===== config.mk =====
export PLATFORM = sky130hd
export DESIGN_NAME = alu_flat
export DESIGN_NICKNAME = d
export VERILOG_FILES = /design/src/rtl/alu_pkg.sv /design/src/rtl/alu_if.sv /design/src/rtl/alu_shifter.sv /design/src/rtl/alu.sv /design/src/flat_wrapper.sv
export SDC_FILE = /design/constraint.sdc
export NUM_CORES = 1
export LEC_CHECK = 0
export BUFFER_PORTS_ARGS = -buffer_cell sky130_fd_sc_hd__buf_2
export CAP_MARGIN = 5
export CORE_UTILIZATION = 62
export CTS_CLUSTER_SIZE = 28
export DETAILED_ROUTE_END_ITERATION = 8
export GPL_ROUTABILITY_DRIVEN = 0
export HOLD_SLACK_MARGIN = 0.08
export PLACE_DENSITY = 0.84
export SYNTH_ARGS = -nofsm -noshare
export SYNTH_HDL_FRONTEND = slang
export SYNTH_SLANG_ARGS = --single-unit

===== constraint.sdc =====
create_clock -name clk -period 1.5 [get_ports clk]
set_input_delay 0.15 -clock clk [delete_from_list [all_inputs] [get_ports clk]]
set_output_delay 0.15 -clock clk [all_outputs]
set_load 0.005 [all_outputs]

===== src/rtl/alu_pkg.sv =====
// rtl/alu_pkg.sv - opcode encodings shared by the ALU, its shifter and the bench
package alu_pkg;

    localparam int SEL_W = 3;

    typedef enum logic [SEL_W-1:0] {
        ALU_ADD = 3'b000,
        ALU_SUB = 3'b001,
        ALU_AND = 3'b010,
        ALU_OR  = 3'b011,
        ALU_XOR = 3'b100,
        ALU_SLL = 3'b101,
        ALU_SRL = 3'b110,
        ALU_SRA = 3'b111
    } alu_op_e;

endpackage


===== src/rtl/alu_if.sv =====
// rtl/alu_if.sv - ALU operand/result bundle; status flags present only with ALU_FLAGS_EN
interface alu_if #(
    parameter int WIDTH = 32
);
    logic             in_valid;
    logic [WIDTH-1:0] a;
    logic [WIDTH-1:0] b;
    logic [2:0]       sel;
    logic [WIDTH-1:0] y;
    logic             out_valid;
`ifdef ALU_FLAGS_EN
    logic             zero;
    logic             carry;
    logic             ovf;
`endif

    modport master (
        output in_valid, a, b, sel,
`ifdef ALU_FLAGS_EN
        input  zero, carry, ovf,
`endif
        input  y, out_valid
    );

    modport slave (
        input  in_valid, a, b, sel,
`ifdef ALU_FLAGS_EN
        output zero, carry, ovf,
`endif
        output y, out_valid
    );
endinterface


===== src/rtl/alu_shifter.sv =====
// rtl/alu_shifter.sv - combinational barrel shifter covering SLL, SRL and SRA
module alu_shifter
    import alu_pkg::*;
#(
    parameter  int WIDTH = 32,
    localparam int SHW   = $clog2(WIDTH)
) (
    input  logic [WIDTH-1:0] a,
    input  logic [SHW-1:0]   shamt,
    input  alu_op_e          op,
    output logic [WIDTH-1:0] y
);

    always_comb begin
        y = a << shamt;
        case (op)
            ALU_SRL: y = a >> shamt;
            ALU_SRA: y = $unsigned($signed(a) >>> shamt);
            default: ;
        endcase
    end

endmodule


===== src/rtl/alu.sv =====
// rtl/alu.sv - registered WIDTH-bit execute-stage ALU, one-cycle latency
// Optional zero/carry/ovf status registers are built when ALU_FLAGS_EN is defined.
module alu
    import alu_pkg::*;
#(
    parameter  int WIDTH = 32,
    localparam int SHW   = $clog2(WIDTH)
) (
    input logic  clk,
    input logic  rst_n,
    alu_if.slave bus
);

    alu_op_e          op;
    logic [WIDTH-1:0] add_res;
    logic [WIDTH-1:0] sub_res;
    logic [WIDTH-1:0] sh_res;
    logic [WIDTH-1:0] res;

    assign op = alu_op_e'(bus.sel);

`ifdef ALU_FLAGS_EN
    logic [WIDTH:0] add_ext;
    logic [WIDTH:0] sub_ext;
    logic           carry_nxt;
    logic           ovf_nxt;

    // Subtraction as a + ~b + 1 so bit WIDTH reads directly as "no borrow".
    assign add_ext = {1'b0, bus.a} + {1'b0, bus.b};
    assign sub_ext = {1'b0, bus.a} + {1'b0, ~bus.b} + {{WIDTH{1'b0}}, 1'b1};
    assign add_res = add_ext[WIDTH-1:0];
    assign sub_res = sub_ext[WIDTH-1:0];

    always_comb begin
        carry_nxt = 1'b0;
        ovf_nxt   = 1'b0;
        case (op)
            ALU_ADD: begin
                carry_nxt = add_ext[WIDTH];
                ovf_nxt   = (bus.a[WIDTH-1] == bus.b[WIDTH-1]) &&
                            (add_res[WIDTH-1] != bus.a[WIDTH-1]);
            end
            ALU_SUB: begin
                carry_nxt = sub_ext[WIDTH];
                ovf_nxt   = (bus.a[WIDTH-1] != bus.b[WIDTH-1]) &&
                            (sub_res[WIDTH-1] != bus.a[WIDTH-1]);
            end
            default: ;
        endcase
    end
`else
    assign add_res = bus.a + bus.b;
    assign sub_res = bus.a - bus.b;
`endif

    alu_shifter #(
        .WIDTH (WIDTH)
    ) u_shifter (
        .a     (bus.a),
        .shamt (bus.b[SHW-1:0]),
        .op    (op),
        .y     (sh_res)
    );

    always_comb begin
        res = '0;
        case (op)
            ALU_ADD:                   res = add_res;
            ALU_SUB:                   res = sub_res;
            ALU_AND:                   res = bus.a & bus.b;
            ALU_OR:                    res = bus.a | bus.b;
            ALU_XOR:                   res = bus.a ^ bus.b;
            ALU_SLL, ALU_SRL, ALU_SRA: res = sh_res;
            default:                   res = '0;
        endcase
    end

    // Idle cycles keep y and flags so downstream logic can still read the last result.
    always_ff @(posedge clk or negedge rst_n) begin
        if (!rst_n) begin
            bus.y         <= '0;
            bus.out_valid <= 1'b0;
`ifdef ALU_FLAGS_EN
            bus.zero      <= 1'b0;
            bus.carry     <= 1'b0;
            bus.ovf       <= 1'b0;
`endif
        end else begin
            bus.out_valid <= bus.in_valid;
            if (bus.in_valid) begin
                bus.y     <= res;
`ifdef ALU_FLAGS_EN
                bus.zero  <= (res == '0);
                bus.carry <= carry_nxt;
                bus.ovf   <= ovf_nxt;
`endif
            end
        end
    end

endmodule


===== src/flat_wrapper.sv =====
// flat-port wrapper written by rule: the top's interface ports become plain ports
module alu_flat import alu_pkg::*;
#(
    parameter  int WIDTH = 32,
    localparam int SHW   = $clog2(WIDTH)
)
  (clk, rst_n, bus_in_valid, bus_a, bus_b, bus_sel, bus_y, bus_out_valid);
  alu_if #(.WIDTH(WIDTH)) bus_i ();
  input logic clk;
  input logic rst_n;
  input wire logic [$bits(bus_i.in_valid)-1:0] bus_in_valid;
  input wire logic [$bits(bus_i.a)-1:0] bus_a;
  input wire logic [$bits(bus_i.b)-1:0] bus_b;
  input wire logic [$bits(bus_i.sel)-1:0] bus_sel;
  output wire logic [$bits(bus_i.y)-1:0] bus_y;
  output wire logic [$bits(bus_i.out_valid)-1:0] bus_out_valid;
  assign bus_i.in_valid = bus_in_valid;
  assign bus_i.a = bus_a;
  assign bus_i.b = bus_b;
  assign bus_i.sel = bus_sel;
  assign bus_y = bus_i.y;
  assign bus_out_valid = bus_i.out_valid;
  alu #(.WIDTH(WIDTH)) u_core (.clk(clk), .rst_n(rst_n), .bus(bus_i));
endmodule

==> flow_summary.json, run 1 <==
{
  "status": "aborted with a tool error",
  "stop_stage": "global routing",
  "error_line": "[ERROR GRT-0116] Global routing finished with congestion. Check the congestion regions in the DRC Viewer.",
  "port_buffers": 102,
  "async_flop_share": 1.00,
  "synth_area_leaders": "ha_1, mux4_2, dfrtp_1",
  "synthesis.area_um2": 9100,
  "die_x_um": 123,
  "synth-compound-area-share": 0.297,
  "synth-simple-area-share": 0.173,
  "yosysWarnings": 0,
  "htreeDepth": 2,
  "grt_pass1_wl_um": 113000,
  "io_pins": 103,
  "ys_types": 78,
  "synth_xor_area_frac": 0.0480,
  "start_util": 0.646,
  "ys_top_cells_by_count": "nand2_1, nor2_1, o21ai_0",
  "syn_nets": 1390,
  "syn_inst": 1222,
  "rows": 43,
  "muxShareOfSynthArea": 0.183,
  "dp_hpwl_um": 37200,
  "synth_flop_cell": "dfrtp_1",
  "die_y_um": 123,
  "place_area_um2": 12600,
  "synth_largest_area_cell": "ha_1",
  "synth_seq_area_share": 0.0907,
  "synthAdderAreaFrac": 0.136,
  "track_usage": 0.999,
  "synth_top_family_by_area": "compound AO/OA/AOI/OAI gates",
  "first_global_vias": 18204,
  "clkSinkCount": 33,
  "synth-edff-count": 0,
  "clk_path_buf_depth": 2,
  "synth_top_area_share": 0.133,
  "syn_avg_cell_area_um2": 7.45,
  "numCtsBuffers": 5,
  "cts-root-buf": "clkbuf_16",
  "ys_ff_latch": 33,
  "grt_max_degree": 68,
  "grt.overflow.total": 1072
}
-- metal layers --
| layer | global-route usage | GRT overflow |
|---|---|---|
| met4 | 1.13 | 267 |
| met3 | 0.822 | 40 |
| met5 | 0.573 | 1 |
| met1 | 0.901 | 35 |
| met2 | 1.24 | 729 |
-- stage by stage --
step	std cells	util	hold slack [ns]	setup TNS (ns)	setup WS [ns]
3_3_place_gp	1788	0.893	0.214	-58.34	-2.29
4_1_cts	1830	0.970	0.220	-47.42	-2.16
3_5_place_dp	1788	0.893	0.223	-63.52	-2.60
2_1_floorplan	1222	-	-0.146	-41.59	-2.05
-- what timing repair did --
action	CTS
pin swaps	68
hold buffers	1
gates resized for setup	128
cloned	4
setup buffers	30
endpoints found under the setup margin	32
endpoints found under the hold margin	33
-- cells by family after synthesis --
group / Yosys count
AOI/OAI and AO/OA: 412
xor gates and xnor gates: 49
adders and majority gates: 98
buffers and inverters: 164
DFF: 33
muxes: 113
and+or+nand+nor: 353
==> inputs of run 2 (changes only) <==
--- a/config.mk
+++ b/config.mk
@@ -7,12 +7,10 @@
 export LEC_CHECK = 0
 export BUFFER_PORTS_ARGS = -buffer_cell sky130_fd_sc_hd__buf_2
 export CAP_MARGIN = 5
-export CORE_UTILIZATION = 62
-export CTS_CLUSTER_SIZE = 28
+export CORE_UTILIZATION = 40
 export DETAILED_ROUTE_END_ITERATION = 8
 export GPL_ROUTABILITY_DRIVEN = 0
-export HOLD_SLACK_MARGIN = 0.08
-export PLACE_DENSITY = 0.84
+export PLACE_DENSITY_LB_ADDON = 0.15
 export SYNTH_ARGS = -nofsm -noshare
 export SYNTH_HDL_FRONTEND = slang
 export SYNTH_SLANG_ARGS = --single-unit
==> run 2 against run 1 <==
Effect of this change: synthesized area stayed put; the flow now finishes, with violations (negative setup slack); synthesized cell count stayed put.
==> flow_summary.json, run 2 <==
{
  "viasPerCell": 6.26,
  "violations": "negative setup slack",
  "dp_hpwl_um": 33400,
  "finalClockSkew_ns": 0,
  "fin_crit_ns": 3.58,
  "p_per_area_nw_per_um2": 568,
  "hold_path.startpoint": "bus_in_valid",
  "ys_types": 78,
  "cp.arrival_ns": 3.76,
  "drtIter0Drc": 1475,
  "synth_seq_area_share": 0.0907,
  "synth_largest_area_cell": "ha_1",
  "startpoint": "bus_b[10]",
  "largest_reg_flops": 32,
  "fillers": 1790,
  "final_common_cell": "buf_4",
  "clk_latency_ns": 0.29,
  "cts-root-buf": "clkbuf_16",
  "rows": 54,
  "grt_pass1_wl_um": 66300,
  "yosysWarnings": 0,
  "slew_headroom": 0.379,
  "syn2layout_area_growth_pct": 62.3,
  "grt_max_degree": 68,
  "postLayoutCoreUtil": 0.669,
  "htreeDepth": 2,
  "ys_top_cells_by_count": "nand2_1, nor2_1, o21ai_0",
  "maxCapViolCount": 0,
  "place_area_um2": 12900,
  "ys_ff_latch": 33,
  "rrSetupSlack_ns": -0.07,
  "required_ns": 1.67,
  "async_flop_share": 1.00,
  "cts_tree": "done",
  "hold_path.class": "in -> reg",
  "syn_inst": 1222,
  "final_cell_area_um2": 14800,
  "numCtsBuffers": 5,
  "max_freq_mhz": 279,
  "r2r-start": "u_core.bus.y[29]",
  "die_x_um": 153,
  "slew_violations": 0,
  "first_global_vias": 11513,
  "detail_route.wl_per_cell_um": 23.0,
  "crit_type": "in -> reg",
  "die-area_um2": 23400,
  "rsz0062_at_grt": "yes",
  "r2r-end": "u_core.bus.y[29]",
  "cp-start-kind": "primary input",
  "final_cell_mix": "buf_4, nand2_1, nor2_1",
  "drc": 0,
  "worst_slack_ns": -2.08,
  "fp.coreArea_um2": 22100,
  "start_util": 0.412,
  "status": "complete, but fails checks",
  "antenna_found_initial": 1,
  "synth_top_area_share": 0.133,
  "finalCritPeriodShare": 2.39,
  "crit_fanout": 3,
  "ant_nets": 0,
  "worstRegToRegCells": 5,
  "final-hold-violation-count": 0,
  "p_leak_nw": 6.90,
  "clkSinkCount": 33,
  "vdd_drop_max_uv": 549,
  "die_y_um": 153,
  "synth_area_leaders": "ha_1, mux4_2, dfrtp_1",
  "synthesis.area_um2": 9100,
  "synth_flop_cell": "dfrtp_1",
  "p_total_mw": 8.39,
  "wirelength_um": 45400,
  "synth-edff-count": 0,
  "drive_above_1_share": 0.468,
  "clk_path_buf_depth": 2,
  "via_count": 12362,
  "setup_viol": 32,
  "whs_path_depth": 1,
  "drtPass1Iterations": 6,
  "reg_top3": "u_core.bus.y x32, u_core.bus.out_valid x1",
  "hold_end": "u_core.bus.out_valid",
  "nNetsFinal": 1861,
  "syn_avg_cell_area_um2": 7.45,
  "io_pins": 103,
  "port_buffers": 102,
  "worst_slew_pin_slew_ns": 0.908,
  "syn_nets": 1390,
  "track_usage": 0.367,
  "grt.overflow.total": 0,
  "top_register": "u_core.bus.y",
  "clk_pin_slew_ns": 0.07,
  "critPathCaptureType": "flop"
}
-- run 2: cell counts after synthesis --
No cell type changed its count.
-- run 2: logic make-up after synthesis --
family                   after synthesis  synth area share
AO/OA/AOI/OAI                        412             0.297
AND/OR/NAND/NOR                      353             0.173
buffers and inverters                164            0.0733
multiplexers                         113             0.183
adder cells (fa/ha/maj)               98             0.136
XOR/XNOR                              49            0.0480
flip-flops                            33            0.0907
-- run 2: worst max-delay path, stage by stage --
cell      delay, ns
buf_6          0.09
or4_4          0.56
nor3_4         0.14
nand4_1        0.19
buf_4          0.19
o21ai_2        0.12
xnor2_1        0.14
ha_1           0.29
a21o_1         0.22
a221oi_2       0.23
a22o_1         0.23
o22a_1         0.17
nand4_1        0.16
a31oi_1        0.21
mux2_2         0.35
or3_1          0.31
-- run 2: worst max-delay path by stage --
stage                        to  slack, ns  cells past startpoint
5_1_grt        u_core.bus.y[29]      -2.23                     15
3_5_place_dp   u_core.bus.y[31]      -2.45                     15
6_report       u_core.bus.y[29]      -2.08                     16
2_1_floorplan  u_core.bus.y[31]      -2.05                     17
3_3_place_gp   u_core.bus.y[31]      -2.38                     15
4_1_cts        u_core.bus.y[29]      -2.12                     15
-- run 2: where the power goes --
part	switching, mW	internal, mW	total, mW
logic	3.22	2.99	6.21
clock network	0.441	0.611	1.05
registers	0.0883	1.04	1.13
total	3.75	4.64	8.39
-- run 2: per-stage QoR --
| step | setup slack [ns] | TNS [ns] | hold slack (ns) | cells |
|---|---|---|---|---|
| 2_1_floorplan | -2.05 | -41.59 | -0.146 | 1222 |
| 3_3_place_gp | -2.38 | -57.54 | 0.101 | 1907 |
| 3_5_place_dp | -2.45 | -58.42 | 0.103 | 1907 |
| 4_1_cts | -2.12 | -45.12 | 0.0442 | 1944 |
| 5_1_grt | -2.23 | -51.13 | 0.0505 | 1974 |
| 6_report | -2.08 | -47.99 | 0.0482 | 1975 |
-- run 2: cell type report --
class,count,area [µm²],share of cell area
sequential,33,826,0.0559
clock buffer,6,129,0.00872
antenna,1,2.50,0.000169
inverter,76,285,0.0193
clock inverter,2,10.0,0.000677
timing repair buffer,552,4440,0.301
multi-input combinational,1025,8730,0.591
tap,280,350,0.0237
-- run 2: per-layer routing --
metal / GRT usage / up-vias / wire [µm] / part of all wire
met2: 0.570 / 804 / 20000 / 0.44
met3: 0.0709 / 167 / 5340 / 0.12
li1: - / 5519 / - / -
met1: 0.501 / 5872 / 18000 / 0.40
met5: 0 / - / 0 / 0
met4: 0.139 / 0 / 2050 / 0.045
-- run 2: timing repair --
item                                   4_1_cts  5_1_grt
endpoints found under the hold margin       16        0
buffers inserted                            36       38
gates cloned                                 3        2
hold buffers                                 1        0
setup endpoints to repair                   32       32
pin swaps                                   68       81
gates resized for setup                    135      131
Power figures use the tool's default switching activity.
